**src/rtl/mc_mem_unit.sv**
```systemverilog
// mc_mem_unit: multicycle-CPU memory access unit.
// Turns the controller's mem_read/mem_write strobes into a single bus request.
// The request carries an alignment check and a bounded wait for mem_ack.
// Read data lands in ir or mdr, and stall holds the controller for the whole access.
module mc_mem_unit #(
  parameter int TIMEOUT = 16
) (
  input  logic        clk,
  input  logic        rst,
  input  logic        mem_read,
  input  logic        mem_write,
  input  logic        ir_write,
  input  logic        iord,
  input  logic [31:0] pc,
  input  logic [31:0] alu_out,
  input  logic [31:0] b_reg,
  output logic [31:0] ir,
  output logic [31:0] mdr,
  output logic        stall,
  output logic        align_err,
  output logic        bus_err,
  output logic [31:0] mem_addr,
  output logic [31:0] mem_wdata,
  output logic        mem_req,
  output logic        mem_we,
  input  logic [31:0] mem_rdata,
  input  logic        mem_ack
);

  typedef enum logic [1:0] {
    IDLE = 2'd0,
    BUSY = 2'd1,
    DONE = 2'd2
  } state_t;

  // Counter value seen in the last permitted BUSY cycle (counter starts at 0).
  localparam logic [7:0] TIMEOUT_LAST = 8'(TIMEOUT - 1);

  state_t      state_r;
  logic [7:0]  cnt_r;
  logic        irw_r;
  logic [31:0] sel_addr_s;
  logic        req_s;
  logic        aligned_s;
  logic        idle_s;
  logic        busy_s;

  // Address mux, request decode and state decode.
  always_comb begin
    sel_addr_s = pc;
    if (iord) begin
      sel_addr_s = alu_out;
    end else begin
      sel_addr_s = pc;
    end
    req_s     = mem_read | mem_write;
    aligned_s = (sel_addr_s[1:0] == 2'b00);
    idle_s    = (state_r == IDLE);
    busy_s    = (state_r == BUSY);
  end

  // Stall must rise in the request cycle itself, so it and align_err are combinational.
  always_comb begin
    stall     = 1'b0;
    align_err = 1'b0;
    if (rst) begin
      stall     = 1'b0;
      align_err = 1'b0;
    end else if (idle_s && req_s) begin
      stall     = aligned_s;
      align_err = ~aligned_s;
    end else begin
      stall     = busy_s;
      align_err = 1'b0;
    end
  end

  // Access FSM. The bus outputs are registered and hold their values for the whole BUSY period.
  always_ff @(posedge clk or posedge rst) begin
    if (rst) begin
      state_r   <= IDLE;
      cnt_r     <= 8'd0;
      irw_r     <= 1'b0;
      ir        <= 32'd0;
      mdr       <= 32'd0;
      bus_err   <= 1'b0;
      mem_req   <= 1'b0;
      mem_we    <= 1'b0;
      mem_addr  <= 32'd0;
      mem_wdata <= 32'd0;
    end else begin
      case (state_r)
        IDLE: begin
          if (req_s && aligned_s) begin
            state_r   <= BUSY;
            cnt_r     <= 8'd0;
            irw_r     <= ir_write;
            mem_req   <= 1'b1;
            mem_we    <= mem_write;
            mem_addr  <= {sel_addr_s[31:2], 2'b00};
            mem_wdata <= b_reg;
          end else begin
            state_r <= IDLE;
          end
        end
        BUSY: begin
          if (mem_ack) begin
            // An ack arriving in the final counted cycle still completes normally.
            if (!mem_we) begin
              if (irw_r) begin
                ir <= mem_rdata;
              end else begin
                mdr <= mem_rdata;
              end
            end else begin
              ir <= ir;
            end
            state_r   <= DONE;
            mem_req   <= 1'b0;
            mem_we    <= 1'b0;
            mem_addr  <= 32'd0;
            mem_wdata <= 32'd0;
          end else if (cnt_r == TIMEOUT_LAST) begin
            bus_err   <= 1'b1;
            state_r   <= DONE;
            mem_req   <= 1'b0;
            mem_we    <= 1'b0;
            mem_addr  <= 32'd0;
            mem_wdata <= 32'd0;
          end else begin
            cnt_r <= cnt_r + 8'd1;
          end
        end
        DONE: begin
          // One quiet cycle while the controller is still in its memory state.
          state_r <= IDLE;
        end
        default: begin
          state_r   <= IDLE;
          mem_req   <= 1'b0;
          mem_we    <= 1'b0;
          mem_addr  <= 32'd0;
          mem_wdata <= 32'd0;
        end
      endcase
    end
  end

endmodule

```
**config.mk**
```make
export PLATFORM = sky130hd
export DESIGN_NAME = mc_mem_unit
export DESIGN_NICKNAME = d
export VERILOG_FILES = /design/src/rtl/mc_mem_unit.sv
export SDC_FILE = /design/constraint.sdc
export NUM_CORES = 1
export LEC_CHECK = 0
export CORE_MARGIN = 2
export CORE_UTILIZATION = 45
export CTS_BUF_LIST = sky130_fd_sc_hd__clkbuf_16
export DETAILED_ROUTE_END_ITERATION = 10
export PLACE_DENSITY = 0.85
export SLEW_MARGIN = 20
export SYNTH_ARGS = -nofsm -noshare
export SYNTH_HDL_FRONTEND = slang
export SYNTH_SLANG_ARGS = --single-unit
```
**constraint.sdc**
```tcl
create_clock -name clk -period 8.2 [get_ports clk]
set_input_delay 1.23 -clock clk [delete_from_list [all_inputs] [get_ports clk]]
set_output_delay 1.23 -clock clk [all_outputs]
set_load 0.02 [all_outputs]
```
==> run_results.csv, run 1 <==
group,metric,value,unit
global_route,grt_pass1_vias,4838,
worst_setup_path,critPathCaptureType,"output pin",
floorplanning,die_w,120,um
logic_synthesis,synth_top_area_share,58.2,%
timing,setup_tns,0,ns
worst_setup_path,slowest_stage,"buf_2",
timing,max_freq,0.205,GHz
worst_setup_path,cp_max_fo,32,
timing,setup_viol,0,
timing,fin_worst_skew,0.00830,ns
global_route,overflow,0,
layout,final_area,9320,sq um
logic_synthesis,ys_seq_area_share,58.2,%
hold_path,hold_path_class,"flip-flop to flip-flop",
detailed_routing,drt-pass1-iter-count,4,
placed_design,place_congestion,0.811,
placed_design,place_area,8740,sq um
logic_synthesis,synth_cell_types,43,
detailed_routing,avgViaCountPerCell,5.10,
detailed_routing,ant_nets,0,
cts,htree_levels,4,
floorplanning,core_area,13100,sq um
logic_synthesis,ys_ff_latch,140,
cts,clkLatencyLatePin,0.41,ns
detailed_routing,wl_per_cell,17.8,um
logic_synthesis,async_flop_share,100,%
timing,period_needed,4.87,ns
logic_synthesis,synthCells,461,
worst_setup_path,cp.arrival,3.64,ns
layout,instances_no_fill,904,
layout,diodes,0,
floorplanning,rows,42,
layout,drive_gt1_share,13.2,%
logic_synthesis,yosysTopAreaCell,"dfrtp_1",
timing,hold_slack,0.475,ns
layout,syn2layout_area_growth,55.0,%
worst_setup_path,slowest_delay,0.67,ns
logic_synthesis,ys_warn_count,0,
cts,clk_pin_slew_worst_paths,0.05,ns
floorplanning,die_area,14300,sq um
logic_synthesis,synth_area_leaders,"dfrtp_1, mux2_2, mux2i_1",
worst_setup_path,cp.required,6.97,ns
layout,final_net_count,853,
timing,fin_crit_sh,59.4,%
timing,final.setup.worst_slack,3.33,ns
pwr,ir_drop,0.198,mV
pwr,leakage,4.04,nW
cts,cts_resized,0,
outcome,outcome,"finished clean",
logic_synthesis,synth.top_cells.by_count,"dfrtp_1, mux2i_1, mux2_2",
floorplanning,start_util,45.8,%
global_route,grt_pass1_wl,25700,um
worst_setup_path,crit_type,"primary input to output pin",
timing,slew_viol_final,0,
global_route,grt_antenna_before_repair,0,
placed_design,dp_worst_setup_slack,3.32,ns
global_route,track_usage,23.1,%
timing,max_slew_margin,29.0,%
logic_synthesis,avgSynthCellArea,13.0,sq um
layout,fill_cells,877,
placed_design,place_hpwl,11700,um
job,maxCapViolations,0,
detailed_routing,wl,16100,um
logic_synthesis,syn_area,6020,sq um
cts,clkSinkCount,140,
detailed_routing,vias,4613,
cts,post_cts_buffers,0,
logic_synthesis,synth_most_common_cell,"dfrtp_1",
pwr,pwr_density_cell,339,nW/um^2
timing,rsz0062_at_grt,"no",
timing,tightestPinTransition,1.07,ns
cts,clockRootBuffer,"clkbuf_16",
placed_design,place_inst,874,
timing,hold_viol_final,0,
cts,cts-hold-fix-buffers,0,
layout,fin_util,71.0,%
worst_setup_path,startpoint_type,"primary input",
floorplanning,pin_count,268,
floorplanning,die-height,120,um
logic_synthesis,synth-main-ff-cell,"dfrtp_1",
cts,cts_tree,"done",
cts,cts_made_buffers,17,
logic_synthesis,synth-edff-count,0,
detailed_routing,drc,0,
placed_design,port_buffers,265,
worst_setup_path,path_cells,"buf_2, or3b_4, a211o_1, a21oi_1, clkdlybuf4s50_1",
global_route,grt_max_degree,92,
cts,clock_path_buffers,2,
detailed_routing,drtIter0Drc,221,
pwr,total_power,3.16,mW
==> cell type report <==
| cell class | count | area, sq um | area share [%] |
|---|---|---|---|
| timing repair buffer | 270 | 2690 | 28.8 |
| inverter | 3 | 16.3 | 0.174 |
| sequential | 140 | 3500 | 37.6 |
| clock buffer | 17 | 425 | 4.56 |
| tap | 176 | 220 | 2.36 |
| clock inverter | 13 | 151 | 1.62 |
| multi-input combinational | 285 | 2320 | 24.9 |
==> critical path, delay by kind of cell <==
kind / cells / cell delay (ns)
buffers and inverters: 2 / 1.29
AOI/OAI and AO/OA: 2 / 0.58
and+or+nand+nor: 1 / 0.52
==> kinds of logic after synthesis <==
| logic type | synth area share (%) |
|---|---|
| AO/OA/AOI/OAI | 10.3 |
| adder cells (fa/ha/maj) | 0.208 |
| buffers and inverters | 3.66 |
| flip-flops | 58.2 |
| multiplexers | 21.8 |
| other | 0.0623 |
| AND/OR/NAND/NOR | 5.72 |
==> flip-flops by register name, indices dropped and copies added, names as in the netlist <==
| register | cells |
|---|---|
| irw_r | 1 |
| mem_req | 1 |
| mem_wdata | 32 |
| mem_addr | 30 |
| ir | 32 |
| bus_err | 1 |
| cnt_r | 8 |
| mem_we | 1 |
| mdr | 32 |
| state_r | 2 |
==> layout by cell type (no fill, tap or decap), types with 3 or more instances in the layout <==
| cell type | n |
|---|---|
| nand2_1 | 33 |
| buf_4 | 4 |
| a21oi_1 | 5 |
| nor2_1 | 29 |
| clkinv_1 | 4 |
| o21ai_1 | 9 |
| mux2_1 | 12 |
| o21ai_0 | 17 |
| clkdlybuf4s50_1 | 264 |
| mux2i_1 | 58 |
| a22o_1 | 34 |
| bufinv_16 | 3 |
| dfrtp_1 | 140 |
| mux2_2 | 53 |
| o2bb2ai_1 | 4 |
| clkbuf_16 | 17 |
| and3_1 | 3 |
==> layer usage <==
layer / vias to the layer above / global-route usage (%) / share of wire (%)
met3: 30 / 6.56 / 8.3
li1: 2163 / - / -
met5: - / 0 / 0
met2: 213 / 39.0 / 50
met1: 2207 / 27.9 / 39
met4: 0 / 9.41 / 2.6
==> where the power goes <==
group	total (mW)	switching [mW]	leakage (nW)	internal (mW)
sequential	1.12	0.170	1.79	0.950
clock	0.748	0.277	0.275	0.471
combinational	1.29	0.616	1.98	0.672
==> final timing paths <==
path	to	slack, ns	cells past startpoint	start
max	stall	3.33	5	iord
min	bus_err	0.47	1	bus_err
max reg2reg	mdr[5]	4.74	4	state_r[0]
min reg2reg	bus_err	0.47	1	bus_err
max in group asynchronous	mdr[27]	5.74	3	rst
min in group asynchronous	mem_addr[24]	1.30	2	rst
Power figures use the tool's default switching activity.
==> run 2: changes to the inputs <==
--- a/config.mk
+++ b/config.mk
@@ -6,10 +6,10 @@
 export NUM_CORES = 1
 export LEC_CHECK = 0
 export CORE_MARGIN = 2
-export CORE_UTILIZATION = 45
+export CORE_UTILIZATION = 38
 export CTS_BUF_LIST = sky130_fd_sc_hd__clkbuf_16
 export DETAILED_ROUTE_END_ITERATION = 10
-export PLACE_DENSITY = 0.85
+export PLACE_DENSITY = 0.77
 export SLEW_MARGIN = 20
 export SYNTH_ARGS = -nofsm -noshare
 export SYNTH_HDL_FRONTEND = slang
==> constraint.sdc (replaced) <==
create_clock -name clk -period 4.4 [get_ports clk]
set_input_delay 0.66 -clock clk [delete_from_list [all_inputs] [get_ports clk]]
set_output_delay 0.66 -clock clk [all_outputs]
set_load 0.02 [all_outputs]
==> run 2 against run 1 <==
  * Core utilization is 10 points lower
  * Final area rose by 0.17%
  * Combinational power rose by 86%
  * Worst setup slack worse by 2.4 ns
  * Clock skew grew 0.0014 ns
  * Register-to-register slack got worse by 3.4 ns
  * Clock power rose by 68%
  * Total power up 82%
  * Sequential power increased by 86%
  * Worst hold slack better by 0.0029 ns
  * Die area up 18%
  * Critical endpoint unchanged
==> run_results.csv, run 2 (synthesized netlist as in run 1, its figures left out) <==
group,metric,value,unit
worst_setup_path,crit_type,"flip-flop to output pin",
floorplanning,die_w,130,um
timing,fin_crit_sh,79.2,%
pwr,ir_drop,0.423,mV
worst_setup_path,slowest_stage,"dfrtp_1",
hold_path,holdPathStages,1,
global_route,grt_antenna_before_repair,0,
timing,slew_viol_final,0,
cts,clk_pin_slew_worst_paths,0.06,ns
layout,multi_input_area,2320,sq um
cts,cts-hold-fix-buffers,0,
worst_setup_path,critPathCaptureType,"output pin",
job,maxCapViolations,0,
timing,max_freq,0.287,GHz
layout,mostFrequentLayoutCells,"clkdlybuf4s50_1, dfrtp_1, mux2i_1",
hold_path,hold_path_class,"flip-flop to flip-flop",
pwr,leakage,4.04,nW
detailed_routing,drtIter0Drc,145,
pwr,pwr_density_cell,615,nW/um^2
pwr,total_power,5.74,mW
layout,syn2layout_area_growth,55.3,%
cts,cts_tree,"done",
layout,ff_latch_area,3500,sq um
worst_setup_path,startpoint_type,"flip-flop",
floorplanning,start_util,39.3,%
layout,drive_gt1_share,14.2,%
detailed_routing,drc,0,
timing,hold_viol_final,0,
layout,largestRegisters,"ir (32), mdr (32), mem_wdata (32)",
worst_setup_path,cp_max_fo,28,
floorplanning,rows,45,
cts,post_cts_buffers,0,
detailed_routing,avgViaCountPerCell,4.84,
cts,cts_made_buffers,17,
cts,htree_levels,4,
timing,tightestPinTransition,0.981,ns
global_route,overflow,0,
placed_design,port_buffers,265,
global_route,track_usage,19.5,%
timing,rsz0062_at_grt,"no",
timing,setup_viol,0,
layout,final_net_count,857,
floorplanning,die-height,130,um
worst_setup_path,path_cells,"o21bai_1, a211o_1, a21oi_1, clkdlybuf4s50_1",
cts,clkSinkCount,140,
detailed_routing,drt-pass1-iter-count,4,
global_route,grt_pass1_wl,25200,um
outcome,outcome,"finished clean",
cts,clock_path_buffers,2,
timing,max_slew_margin,34.5,%
floorplanning,core_area,15300,sq um
global_route,grt_max_degree,46,
cts,clockRootBuffer,"clkbuf_16",
timing,period_needed,3.48,ns
cts,cts_resized,0,
global_route,grt_pass1_vias,4935,
floorplanning,die_area,16900,sq um
cts,clkLatencyLatePin,0.41,ns
worst_setup_path,r2r_cells,4,
layout,fill_cells,1254,
detailed_routing,wl_per_cell,17.1,um
detailed_routing,ant_nets,0,
placed_design,place_congestion,0.770,
worst_setup_path,slowest_delay,0.70,ns
placed_design,place_hpwl,12000,um
floorplanning,pin_count,268,
timing,setup_tns,0,ns
layout,diodes,0,
timing,fin_worst_skew,0.00973,ns
layout,final_common_cell,"clkdlybuf4s50_1",
detailed_routing,vias,4573,
worst_setup_path,cp.required,3.74,ns
worst_setup_path,cp.arrival,2.82,ns
detailed_routing,wl,16100,um
-- run 2: critical path: cells and delay by family (launching register included) --
| family | cells | cell delay [ns] |
|---|---|---|
| buffers and inverters | 1 | 0.63 |
| flip-flops | 1 | 0.70 |
| AO/OA/AOI/OAI | 3 | 1.08 |
-- run 2: routing by layer --
| layer | vias up | global-route usage (%) | routed length [um] |
|---|---|---|---|
| met5 | - | 0 | 0 |
| met4 | 0 | 5.44 | 174 |
| met3 | 17 | 7.59 | 1500 |
| met2 | 196 | 32.5 | 7850 |
| li1 | 2164 | - | - |
| met1 | 2196 | 23.7 | 6620 |
-- run 2: where the power goes --
| group | internal [mW] | leakage, nW | switching (mW) | total, mW |
|---|---|---|---|---|
| clock | 0.717 | 0.259 | 0.544 | 1.26 |
| combinational | 1.25 | 1.99 | 1.15 | 2.40 |
| sequential | 1.77 | 1.79 | 0.312 | 2.08 |
| total | 3.74 | 4.04 | 2.00 | 5.74 |
-- run 2: final timing paths --
check / startpoint / endpoint / slack (ns)
min in group asynchronous: rst / mem_addr[26] / 0.84
min: bus_err / bus_err / 0.48
min reg2reg: bus_err / bus_err / 0.48
max: state_r[1] / stall / 0.92
max reg2reg: state_r[1] / mdr[27] / 1.35
max in group asynchronous: rst / mdr[11] / 2.53
-- run 2: area by class of cell --
type,instances,area share [%]
well taps,211,2.83
multi-input cells,285,24.8
clock inverters,15,1.06
inverters,3,0.161
clock buffers,17,4.55
repair buffers,274,29.1
flip-flops and latches,140,37.5
-- run 2: per-stage QoR --
step | util, % | setup WS (ns) | hold WS, ns | area, sq um | std cells
after CTS | 61.0 | 0.878 | 0.485 | 9340 | 945
after detailed placement | 57.6 | 1.00 | 0.471 | 8820 | 913
after floorplan | - | 1.79 | 0.466 | 6020 | 462
after global routing | 61.0 | 0.768 | 0.506 | 9340 | 945
after global placement | 57.6 | 1.05 | 0.460 | 8820 | 913
final | 61.0 | 0.916 | 0.478 | 9340 | 945
==> run 3: changes to the inputs <==
--- a/config.mk
+++ b/config.mk
@@ -6,10 +6,10 @@
 export NUM_CORES = 1
 export LEC_CHECK = 0
 export CORE_MARGIN = 2
-export CORE_UTILIZATION = 38
+export CORE_UTILIZATION = 42
 export CTS_BUF_LIST = sky130_fd_sc_hd__clkbuf_16
 export DETAILED_ROUTE_END_ITERATION = 10
-export PLACE_DENSITY = 0.77
+export PLACE_DENSITY = 0.8
 export SLEW_MARGIN = 20
 export SYNTH_ARGS = -nofsm -noshare
 export SYNTH_HDL_FRONTEND = slang
==> constraint.sdc (replaced) <==
create_clock -name clk -period 3.4 [get_ports clk]
set_input_delay 0.51 -clock clk [delete_from_list [all_inputs] [get_ports clk]]
set_output_delay 0.51 -clock clk [all_outputs]
set_load 0.02 [all_outputs]
==> run 3 against run 2 <==
  * Clock skew rose by 0.0015 ns
  * Final area up 0.64%
  * Worst hold slack lost 0.028 ns
  * Total power increased by 33%
  * Critical path type is now primary input to output pin
==> run_results.csv, run 3 (synthesized netlist as in run 1, its figures left out) <==
group,metric,value,unit
outcome,outcome,"finished clean",
pwr,p_sw,2.58,mW
cts,clockRootBuffer,"clkbuf_16",
global_route,grt_max_degree,49,
worst_setup_path,crit_type,"primary input to output pin",
timing,fin_crit_sh,89.6,%
detailed_routing,drc,0,
timing,max_freq,0.328,GHz
worst_setup_path,cp.arrival,2.54,ns
pwr,p_comb_share,40.8,%
layout,final_area,9400,sq um
job,maxCapViolations,0,
timing,rsz0062_at_grt,"no",
timing,fin_worst_skew,0.0112,ns
timing,slew_viol_final,0,
floorplanning,pin_count,268,
pwr,leakage,4.08,nW
global_route,track_usage,20.7,%
cts,cts_resized,0,
cts,clkSinkCount,140,
pwr,clock_power_share,24.1,%
timing,setup_tns,0,ns
cts,cts_made_buffers,17,
global_route,grt_pass1_wl,24300,um
pwr,switching_share,33.7,%
detailed_routing,avgViaCountPerCell,5.05,
pwr,ir_drop,0.593,mV
floorplanning,start_util,43.2,%
timing,max_slew_margin,49.8,%
layout,diodes,0,
worst_setup_path,reg2reg_from,"state_r[1]",
global_route,grt_pass1_vias,4918,
worst_setup_path,crit_start,"pc[0]",
cts,cts_tree,"done",
hold_path,hold_path_class,"primary input to flip-flop",
layout,final_common_cell,"clkdlybuf4s50_1",
cts,clkLatencyLatePin,0.41,ns
pwr,intPower,5.07,mW
detailed_routing,wl_per_cell,17.1,um
placed_design,place_area,8800,sq um
layout,final_net_count,861,
timing,setup_viol,0,
pwr,pwr_density_cell,814,nW/um^2
timing,tightestPinTransition,0.753,ns
cts,htree_levels,4,
timing,period_needed,3.05,ns
timing,hold_slack,0.450,ns
worst_setup_path,cp_max_fo,8,
hold_path,hp-start,"iord",
pwr,seqPwrFrac,35.0,%
floorplanning,rows,43,
detailed_routing,drt-pass1-iter-count,4,
placed_design,place_hpwl,11500,um
layout,mostFrequentLayoutCells,"clkdlybuf4s50_1, dfrtp_1, mux2i_1",
cts,post_cts_buffers,0,
detailed_routing,drtIter0Drc,189,
timing,hold_viol_final,0,
worst_setup_path,cp.required,2.89,ns
worst_setup_path,startpoint_type,"primary input",
worst_setup_path,critPathCaptureType,"output pin",
timing,final.setup.worst_slack,0.354,ns
detailed_routing,wl,15700,um
floorplanning,die_w,124,um
cts,cts-hold-fix-buffers,0,
global_route,grt_antenna_before_repair,0,
placed_design,port_buffers,265,
floorplanning,die-height,124,um
detailed_routing,ant_nets,0,
placed_design,dp_worst_setup_slack,0.346,ns
layout,largestRegisters,"ir (32), mdr (32), mem_wdata (32)",
global_route,overflow,0,
layout,drive_gt1_share,14.6,%
detailed_routing,vias,4639,
floorplanning,die_area,15300,sq um
placed_design,place_congestion,0.860,
cts,clk_pin_slew_worst_paths,0.06,ns
layout,syn2layout_area_growth,56.3,%
cts,clock_path_buffers,2,
floorplanning,core_area,13900,sq um
## run 3: cell types whose count changed in the layout (fill, tap and decap cells not counted), sizes merged
| cell | before | now |
|---|---|---|
| inv | 7 | 4 |
| bufinv | 0 | 3 |
| clkinv | 7 | 5 |
| buf | 10 | 14 |
| clkinvlp | 4 | 6 |
## run 3: per-stage QoR
step                      power, mW  util, %  instances
after floorplan                4.19        -        462
after global routing           8.04     67.5        918
after global placement         5.75     63.1        886
final                          7.65     67.5        918
after detailed placement       5.84     63.1        886
after CTS                      7.73     67.5        918
## run 3: cell type report
type | count | area, sq um
tap | 180 | 225
timing repair buffer | 278 | 2750
fill | 994 | 4530
clock inverter | 15 | 175
multi-input combinational | 285 | 2310
sequential | 140 | 3500
clock buffer | 17 | 425
inverter | 3 | 15.0
## run 3: per-layer routing
layer	up-vias	GRT usage (%)	part of all wire, %
met4	0	7.60	1.9
met2	181	36.0	51
met1	2263	23.7	39
li1	2169	-	-
met5	-	0	0
met3	26	7.14	7.9
## run 3: final timing paths
kind                           endpoint  slack [ns]  cells past startpoint
max                               stall        0.35                      5
min                        mem_addr[27]        0.45                      3
max reg2reg                     mdr[31]        0.96                      6
min reg2reg                     bus_err        0.47                      1
max in group asynchronous        ir[12]        2.10                      4
min in group asynchronous  mem_addr[29]        0.65                      3
## run 3: power groups by stage
stage          Sequential, mW  Clock [mW]  Combinational [mW]
6_report                 2.68        1.85                3.12
5_1_grt                  2.77        1.97                3.31
4_1_cts                  2.69        1.89                3.16
3_5_place_dp             2.70           0                3.14
3_3_place_gp             2.67           0                3.08
2_1_floorplan            3.39           0               0.803
## run 3: critical path, cell delays in order
cell and delay [ns]:
clkdlybuf4s50_1 0.40, or3_4 0.41, a211o_1 0.41, a21oi_1 0.18, clkdlybuf4s50_1 0.62
